<file path="config.mk">
export PLATFORM = sky130hd
export DESIGN_NAME = ex_muldiv_seq
export DESIGN_NICKNAME = d
export VERILOG_FILES = /design/src/rtl/ex_muldiv_seq.sv
export SDC_FILE = /design/constraint.sdc
export NUM_CORES = 1
export LEC_CHECK = 0
export CORE_MARGIN = 5
export CORE_UTILIZATION = 50
export DETAILED_ROUTE_END_ITERATION = 6
export PLACE_DENSITY = 0.69
export SYNTH_ARGS = -nofsm -noshare
export SYNTH_HDL_FRONTEND = slang
export SYNTH_SLANG_ARGS = --single-unit
export TNS_END_PERCENT = 1
</file>
<file path="constraint.sdc">
create_clock -name clk -period 5.61 [get_ports clk]
set_clock_uncertainty 0.05 [all_clocks]
set_input_delay 0.561 -clock clk [delete_from_list [all_inputs] [get_ports clk]]
set_output_delay 0.561 -clock clk [all_outputs]
set_load 0.1 [all_outputs]
</file>
<file path="src/rtl/ex_muldiv_seq.sv">
// Iterative RV32M multiply/divide unit for the execute stage: shift-add multiply,
// restoring divide, one iteration per cycle, with flush abort and a registered result.
module ex_muldiv_seq #(
    parameter int XLEN = 32
) (
    input  logic            clk,
    input  logic            rst,
    input  logic            flush_i,
    input  logic            start_i,
    input  logic [2:0]      op_i,
    input  logic [XLEN-1:0] a_i,
    input  logic [XLEN-1:0] b_i,
    output logic            busy_o,
    output logic            done_o,
    output logic [XLEN-1:0] result_o,
    output logic            stall_o
);

    localparam int CW = $clog2(XLEN);
    localparam logic [2:0] OP_MUL    = 3'd0;
    localparam logic [2:0] OP_MULH   = 3'd1;
    localparam logic [2:0] OP_MULHSU = 3'd2;
    localparam logic [2:0] OP_MULHU  = 3'd3;
    localparam logic [2:0] OP_DIV    = 3'd4;
    localparam logic [2:0] OP_DIVU   = 3'd5;
    localparam logic [2:0] OP_REM    = 3'd6;
    localparam logic [2:0] OP_REMU   = 3'd7;
    localparam logic [XLEN-1:0] MIN_NEG = {1'b1, {(XLEN-1){1'b0}}};

    typedef enum logic [1:0] {
        S_IDLE = 2'd0,
        S_BUSY = 2'd1,
        S_DONE = 2'd2
    } state_t;

    state_t              state_r;
    logic [2:0]          op_r;
    logic [XLEN-1:0]     mag_r;
    logic [XLEN-1:0]     hi_r;
    logic [XLEN-1:0]     lo_r;
    logic [CW-1:0]       cnt_r;
    logic                neg_r;
    logic                a_neg_r;
    logic [XLEN-1:0]     result_r;

    logic                is_div_s;
    logic                sa_s;
    logic                sb_s;
    logic [XLEN-1:0]     a_mag_s;
    logic [XLEN-1:0]     b_mag_s;
    logic                special_s;
    logic                ovf_s;
    logic [XLEN-1:0]     special_res_s;
    logic [XLEN:0]       sum_s;
    logic [XLEN:0]       shifted_s;
    logic [XLEN-1:0]     hi_nxt_s;
    logic [XLEN-1:0]     lo_nxt_s;
    logic [2*XLEN-1:0]   prod_s;
    logic [XLEN-1:0]     final_s;

    function automatic logic [XLEN-1:0] neg_if(input logic n, input logic [XLEN-1:0] v);
        return n ? -v : v;
    endfunction

    // Decode the incoming op: operand signedness, magnitudes and the early-out cases.
    always_comb begin
        is_div_s = op_i[2];
        sa_s     = a_i[XLEN-1] & ((op_i == OP_MULH) | (op_i == OP_MULHSU) |
                                  (op_i == OP_DIV)  | (op_i == OP_REM));
        sb_s     = b_i[XLEN-1] & ((op_i == OP_MULH) | (op_i == OP_DIV) | (op_i == OP_REM));
        a_mag_s  = neg_if(sa_s, a_i);
        b_mag_s  = neg_if(sb_s, b_i);
        ovf_s    = ((op_i == OP_DIV) | (op_i == OP_REM)) & (a_i == MIN_NEG) &
                   (b_i == {XLEN{1'b1}});
        special_s = is_div_s & ((b_i == {XLEN{1'b0}}) | ovf_s);
        if (ovf_s) begin
            special_res_s = op_i[1] ? {XLEN{1'b0}} : MIN_NEG;
        end else if (op_i[1]) begin
            special_res_s = a_i;
        end else begin
            special_res_s = {XLEN{1'b1}};
        end
    end

    // One shift-add (multiply) or restoring-subtract (divide) step on the latched state.
    always_comb begin
        sum_s     = {1'b0, hi_r} + (lo_r[0] ? {1'b0, mag_r} : {(XLEN+1){1'b0}});
        shifted_s = {hi_r, lo_r[XLEN-1]};
        if (!op_r[2]) begin
            hi_nxt_s = sum_s[XLEN:1];
            lo_nxt_s = {sum_s[0], lo_r[XLEN-1:1]};
        end else if (shifted_s >= {1'b0, mag_r}) begin
            hi_nxt_s = shifted_s[XLEN-1:0] - mag_r;
            lo_nxt_s = {lo_r[XLEN-2:0], 1'b1};
        end else begin
            hi_nxt_s = shifted_s[XLEN-1:0];
            lo_nxt_s = {lo_r[XLEN-2:0], 1'b0};
        end
    end

    // Apply the sign fix-up and pick the result word after the last iteration.
    always_comb begin
        prod_s = neg_r ? -{hi_nxt_s, lo_nxt_s} : {hi_nxt_s, lo_nxt_s};
        case (op_r)
            OP_MUL:    final_s = prod_s[XLEN-1:0];
            OP_MULH,
            OP_MULHSU,
            OP_MULHU:  final_s = prod_s[2*XLEN-1:XLEN];
            OP_DIV:    final_s = neg_if(neg_r, lo_nxt_s);
            OP_DIVU:   final_s = lo_nxt_s;
            OP_REM:    final_s = neg_if(a_neg_r, hi_nxt_s);
            OP_REMU:   final_s = hi_nxt_s;
            default:   final_s = {XLEN{1'b0}};
        endcase
    end

    // Sequencer: accept, iterate, deliver; flush aborts without touching the result.
    always_ff @(posedge clk) begin
        if (rst) begin
            state_r  <= S_IDLE;
            op_r     <= 3'd0;
            mag_r    <= {XLEN{1'b0}};
            hi_r     <= {XLEN{1'b0}};
            lo_r     <= {XLEN{1'b0}};
            cnt_r    <= {CW{1'b0}};
            neg_r    <= 1'b0;
            a_neg_r  <= 1'b0;
            result_r <= {XLEN{1'b0}};
        end else if (flush_i) begin
            state_r <= S_IDLE;
        end else begin
            case (state_r)
                S_IDLE: begin
                    if (start_i) begin
                        op_r    <= op_i;
                        mag_r   <= is_div_s ? b_mag_s : a_mag_s;
                        lo_r    <= is_div_s ? a_mag_s : b_mag_s;
                        hi_r    <= {XLEN{1'b0}};
                        cnt_r   <= {CW{1'b0}};
                        neg_r   <= sa_s ^ sb_s;
                        a_neg_r <= sa_s;
                        if (special_s) begin
                            result_r <= special_res_s;
                            state_r  <= S_DONE;
                        end else begin
                            state_r  <= S_BUSY;
                        end
                    end
                end
                S_BUSY: begin
                    hi_r  <= hi_nxt_s;
                    lo_r  <= lo_nxt_s;
                    cnt_r <= cnt_r + CW'(1);
                    if (cnt_r == CW'(XLEN-1)) begin
                        result_r <= final_s;
                        state_r  <= S_DONE;
                    end
                end
                S_DONE:  state_r <= S_IDLE;
                default: state_r <= S_IDLE;
            endcase
        end
    end

    assign busy_o   = (state_r == S_BUSY);
    assign done_o   = (state_r == S_DONE);
    assign result_o = result_r;
    assign stall_o  = start_i & ~done_o & ~flush_i & ~rst;

endmodule

</file>
---- Word level (Yosys, flattened, before mapping) ----
Index checks and enable logic that the tools add are counted.
cells by class
  reduce and logical (&&, ||, !) cells .... 10
  bitwise logic cells ..................... 19
  add/subtract/negate cells ............... 8
  equal/unequal tests ..................... 19
  multiplexer cells ....................... 30
  order comparisons ....................... 1
operator list
  operator                                        count
  2-to-1 mux 32 bit                               18
  one-hot mux 32 bit (2 select lines)             3
  one-hot mux 32 bit (6 select lines)             1
  negation 32 bit                                 4
  == test 32 bit (second input constant)          2
  2-to-1 mux 64 bit                               1
  negation 64 bit                                 1
  adder 32 x 32 -> 33 bit                         1
  greater-or-equal comparator 33 x 32 -> 1 bit    1
  logical NOT 32 bit                              1
  subtractor 32 bit                               1
  == test 3 bit (second input constant)           6
  one-hot mux 5 bit (2 select lines)              1
  == test 3 x 2 -> 1 bit (second input constant)  3
  bitwise AND 1 bit                               8
  OR 1 bit                                        7
  == test 3 x 1 -> 1 bit (second input constant)  2
  2-to-1 mux 2 bit                                3
  AND reduction 3 bit                             2
  adder 5 x 1 -> 5 bit (second input constant)    1
  == test 5 bit (second input constant)           1
  2-to-1 mux 5 bit                                1
  AND reduction 5 bit                             1
  != test 2 bit (second input constant)           2
  other kinds (13)                                15
storage, ports and cells
  output and inout bits ................... 35
  logic and storage cells ................. 96
  bits in registers ....................... 140

---- Longest topological paths before layout ----
  depth in word-level cells ............... 9
  depth in mapped cells ................... 22
  gate-level depth less buffers ........... 21

---- Worst setup path before layout ----
OpenSTA, ideal clock, no wires.
  kind .................................... flip-flop to output port
  start ................................... register state_r[0]
  end ..................................... output port stall_o
  stages on the path, launching flop included .. 4
  path slack .............................. 0.867 ns
  arrival ................................. 4.132 ns
  cell sequence ........................... dfxtp_1 -> clkbuf_1 -> nor2b_1 -> nor4b_1
between the ends
  word-level cells in the longest chain between the ends .. 5
RTL lines
  item                            RTL line  text
  from (decl)                     36        state_t state_r;
  from (signal assigned)          120       state_r <= S_IDLE;
  from (signal assigned)          130       state_r <= S_IDLE;
  from (signal assigned)          144       state_r <= S_DONE;
  == test 2 bit                   166       assign done_o = (state_r == S_DONE);
  net done_o                      14        output logic done_o,
  NOT 1 bit                       168       assign stall_o = start_i & ~done_o & ~flush_i & ~rst;
  bitwise AND 1 bit (3 in a row)  168
  to (decl)                       16        output logic stall_o
The timed path passes the listed nets, and every way through them passes these cells.

---- Final worst setup path ----
  start ................................... register lo_r[0]
  end ..................................... register result_r[28] (netlist: result_o[28])
between the ends
  word-level cells in the longest chain between the ends .. 8
  elaborated cells on any way between the ends .. 13
  those cells by class .................... 4 x add/sub; 9 x mux
RTL lines
  item                                                    RTL line  text
  from (decl)                                             40        logic [XLEN-1:0] lo_r;
  from (signal assigned)                                  124       lo_r <= {XLEN{1'b0}};
  from (signal assigned)                                  137       lo_r <= is_div_s ? a_mag_s : b_mag_s;
  from (signal assigned)                                  152       lo_r <= lo_nxt_s;
  2-to-1 mux 32 bit                                       87        sum_s = {1'b0, hi_r} + (lo_r[0] ? {1'b0, mag_r} : {(XLEN+1){1'b0}});
  adder 32 x 32 -> 33 bit                                 87
  2-to-1 mux 32 bit                                       89        if (!op_r[2]) begin
  negation 64 bit or negation 32 bit (tied branches)      103, 62
  2-to-1 mux 64 bit or 2-to-1 mux 32 bit (tied branches)  103, 62
  one-hot mux 32 bit (6 select lines) (*)                 104       case (op_r)
  2-to-1 mux 32 bit (*)                                   154       if (cnt_r == CW'(XLEN-1)) begin
  one-hot mux 32 bit (2 select lines) (*)                 132       case (state_r)
  to (signal assigned)                                    128       result_r <= {XLEN{1'b0}};
  to (signal assigned)                                    143       result_r <= special_res_s;
  to (signal assigned)                                    155       result_r <= final_s;
  to (decl)                                               44        logic [XLEN-1:0] result_r;
Every way passes the cells marked *; elsewhere a longest branch is shown, timed or not. The select of a mux whose other input is x is not followed.
A chain may end at the register's enable or synchronous reset.

==> impl_metrics.csv <==
group,metric,value,unit
cells_and_area,filler_cell_count,3242,
critical_path,startpoint_type,"flop",
synthesis,most_repeated_cell_in_the_gate_level_netlist_after_synthesis,"sky130_fd_sc_hd__nor2_1",
critical_path,critical_path_arrival,5.60,ns
critical_path,timing.critical_path.cells,"and2_1, ha_1, inv_1, fa_1, nand2b_1, a211oi_1, o21ai_0, a211oi_1, buf_4, o21ai_0, and3_1, o32ai_1, buf_4, nand2_1, or3b_1, nand2b_1, mux2_1, o31ai_1, a211oi_1",
placement,dpl.hpwl,60700,um
sta,fin_setup_tns,0,ns
global_route,grt_use_total,41.8,%
routing,viasPerCell,6.85,
routing,drt_pass1_iterations,6,
die,die-height,192,um
routing,finalWirelength,78900,um
die,placeableCoreArea,32700,um^2
routing,ant_nets,0,
sta,setup_violations,0,
global_route,grt_max_degree,84,
cells_and_area,num-nets-final,2617,
critical_path,cp.required,5.86,ns
synthesis,top_cells_by_count_synth,"sky130_fd_sc_hd__nor2_1 (318), sky130_fd_sc_hd__nand2_1 (242), sky130_fd_sc_hd__a21oi_1 (209)",
synthesis,post_synth_num_cell_types,108,
pwr,p_total,3.84,mW
cells_and_area,drive_gt1_share,7.56,%
cts,cts_made_buffers,17,
synthesis,post-synth-top-area-cell,"sky130_fd_sc_hd__dfxtp_1",
global_route,first_pass_grt_wire_length,118000,um
cts,worst_skew_pair.late_latency,0.47,ns
synthesis,synth.avg_cell_area,6.85,um^2
synthesis,ys_async_sr_fraction,0,%
sta,slew-limit-headroom,25.5,%
die,start_util,50.9,%
synthesis,synthesis.nets,2571,
pwr,power.ir.vdd_worst,0.000247,V
critical_path,critPathTopFamily,"compound AO/OA/AOI/OAI gates",
critical_path,worst_path_bufs_invs,3,
cts,ctsLongestPathBuffers,2,
global_route,grt_pass1_vias,18700,
status,status,"complete, no violations",
sta,tmin_final,5.35,ns
sta,timing_hold_violations_final,0,
cts,clk_pin_slew_worst_paths,0.07,ns
routing,initialDrtViolationCount,2848,
synthesis,top_post_synthesis_cells_by_area,"sky130_fd_sc_hd__dfxtp_1 (17%), sky130_fd_sc_hd__nor2_1 (7.2%), sky130_fd_sc_hd__a21oi_1 (6.3%)",
cts,clock_tree_from_tritoncts,"yes",
pwr,power_density,204,nW/um^2
routing,route.vias.total,20100,
min_path,worstHoldPathType,"flop to flop",
cts,clk_root_buffer_cell,"sky130_fd_sc_hd__clkbuf_16",
cells_and_area,area_growth,13.2,%
sta,post-route-period-util,95.4,%
sta,worst_slew_pin_slew,1.11,ns
cts,sinks_on_clock_net,140,
global_route,grt_antenna_before_repair,3,
die,core.rowCount,66,
sta,fmax,187,MHz
synthesis,synth_largest_type_area_fraction,16.8,%
synthesis,ys_dominant_reg_cell,"sky130_fd_sc_hd__dfxtp_1",
die,dieArea,37000,um^2
synthesis,syn_area,16600,um^2
critical_path,ff2ff_setup_slack,0.26,ns
synthesis,synth_enable_flop_cells,0,
critical_path,setup.worst_path.end_class,"flop",
cts,htreeDepth,4,
sta,timing_max_transition_violations_final,0,
critical_path,cell_repeated_most_along_the_worst_path,"sky130_fd_sc_hd__a211oi_1",
global_route,grt.overflow.total,0,
cts,cts-hold-fix-buffers,0,
job,cap_viol_max_count,0,
placement,routabilityCongestion,1.09,
die,top_level_ports,106,
critical_path,cp_max_fo,5,
synthesis,yosys_warnings,0,
die,fp.dieW,192,um
placement,port_buffers,105,
cts,postCtsSetupRepairBufs,0,
critical_path,critical_path.slowest_cell,"sky130_fd_sc_hd__or3b_1",
routing,drc,0,
synthesis,seq_area_frac_synth,16.8,%
routing,routed_wire_length_per_instance,26.9,um
synthesis,postSynthCellCount,2427,
pwr,cellLeakagePower,7.30,nW
critical_path,critical_path_class,"flop to flop",
synthesis,count_of_state_elements_after_synthesis,140,
sta,rsz_0062_raised_after_global_routing,"no",
critical_path,max_stage_delay,0.51,ns
area by class of cell:
class | instances | area [um^2] | share of cell area, %
Antenna cell | 1 | 2.50 | 0.0133
Clock inverter | 13 | 141 | 0.751
Multi-Input combinational cell | 2035 | 12800 | 68.2
Clock buffer | 19 | 453 | 2.41
Inverter | 89 | 334 | 1.77
Timing Repair Buffer | 190 | 1690 | 9.00
Sequential cell | 140 | 2810 | 14.9
Tap cell | 442 | 553 | 2.94
registers in the layout, summed over array words and instances (netlist names):
name,count
hi_r,32
lo_r,32
mag_r,32
result_o,32
cnt_r,5
op_r,3
state_r,2
a_neg_r,1
neg_r,1
worst register-to-register path, stage by stage (launching register included):
cell	delay [ns]
sky130_fd_sc_hd__dfxtp_1	0.39
sky130_fd_sc_hd__and2_1	0.15
sky130_fd_sc_hd__ha_1	0.19
sky130_fd_sc_hd__inv_1	0.08
sky130_fd_sc_hd__fa_1	0.39
sky130_fd_sc_hd__nand2b_1	0.18
sky130_fd_sc_hd__a211oi_1	0.38
sky130_fd_sc_hd__o21ai_0	0.39
sky130_fd_sc_hd__a211oi_1	0.32
sky130_fd_sc_hd__buf_4	0.18
sky130_fd_sc_hd__o21ai_0	0.17
sky130_fd_sc_hd__and3_1	0.25
sky130_fd_sc_hd__o32ai_1	0.40
sky130_fd_sc_hd__buf_4	0.22
sky130_fd_sc_hd__nand2_1	0.06
sky130_fd_sc_hd__or3b_1	0.51
sky130_fd_sc_hd__nand2b_1	0.20
sky130_fd_sc_hd__mux2_1	0.31
sky130_fd_sc_hd__o31ai_1	0.24
sky130_fd_sc_hd__a211oi_1	0.11
logic make-up (layout without fill, tap and decap cells):
family / after synthesis / count (layout) / synth area share (%)
adders and majority gates: 73 / 73 / 5.58
muxes: 69 / 69 / 4.23
and+or+nand+nor: 934 / 934 / 27.0
AOI/OAI and AO/OA: 790 / 790 / 31.2
other: 0 / 1 / 0
xor gates and xnor gates: 169 / 169 / 8.90
DFF: 140 / 140 / 16.8
buffers and inverters: 252 / 311 / 6.23
timing repair:
action / 4_1_cts / 5_1_grt
resized for setup: 0 / 3
setup endpoints to repair: 0 / 4
endpoints found under the hold margin: 0 / 0
worst paths after layout:
check | from | endpoint | cells past startpoint
max | lo_r[0] | result_o[28] | 19
min | mag_r[11] | mag_r[11] | 2
max reg2reg | lo_r[0] | result_o[28] | 19
min reg2reg | mag_r[11] | mag_r[11] | 2
power by group:
group          switching [mW]  leakage, nW  internal, mW
logic                    1.02         5.88         0.507
registers              0.0577         1.14          1.03
clock network           0.543        0.274         0.679
placed cells by master, fill, tap and decap left out, drive strengths merged, types with 13 or more instances in the layout:
cell and n:
mux2i 62, dfxtp 140, nand2b 19, nor3 75, o211ai 72, and3 14
ha 71, a31oi 22, o221ai 17, clkbuf 19, nand2 242, a22oi 30
o21ai 186, a21o 25, a211oi 53, o22ai 17, buf 87, o21a 19
nor4 25, o31ai 24, nand3 59, and2 50, nor2 319, inv 89
xnor2 101, or3 24, clkdlybuf4s50 103, nor2b 15, a221oi 13, xor2 68
a21oi 213, nand4 36
metal layers:
layer  vias up  part of all wire, %  track usage (%)
met5         -                0.028                0
met4         4                  8.1             27.3
met3       348                   12             10.5
met2      1459                   42             63.7
met1      9306                   38             52.4
li1       8941                    -                -
per-stage QoR:
stage               utilization [%]  std cells  hold WS (ns)  worst slack (ns)  area, um^2
floorplan                         -       2427         0.390             0.867       16600
global placement               55.7       2896         0.400             0.176       18200
detailed placement             55.7       2896         0.404             0.228       18200
CTS                            57.5       2928         0.411             0.176       18800
global route                   57.6       2928         0.437           0.00124       18800
finish                         57.6       2929         0.411             0.256       18800
Note: power is estimated with default switching activity, not from simulation.
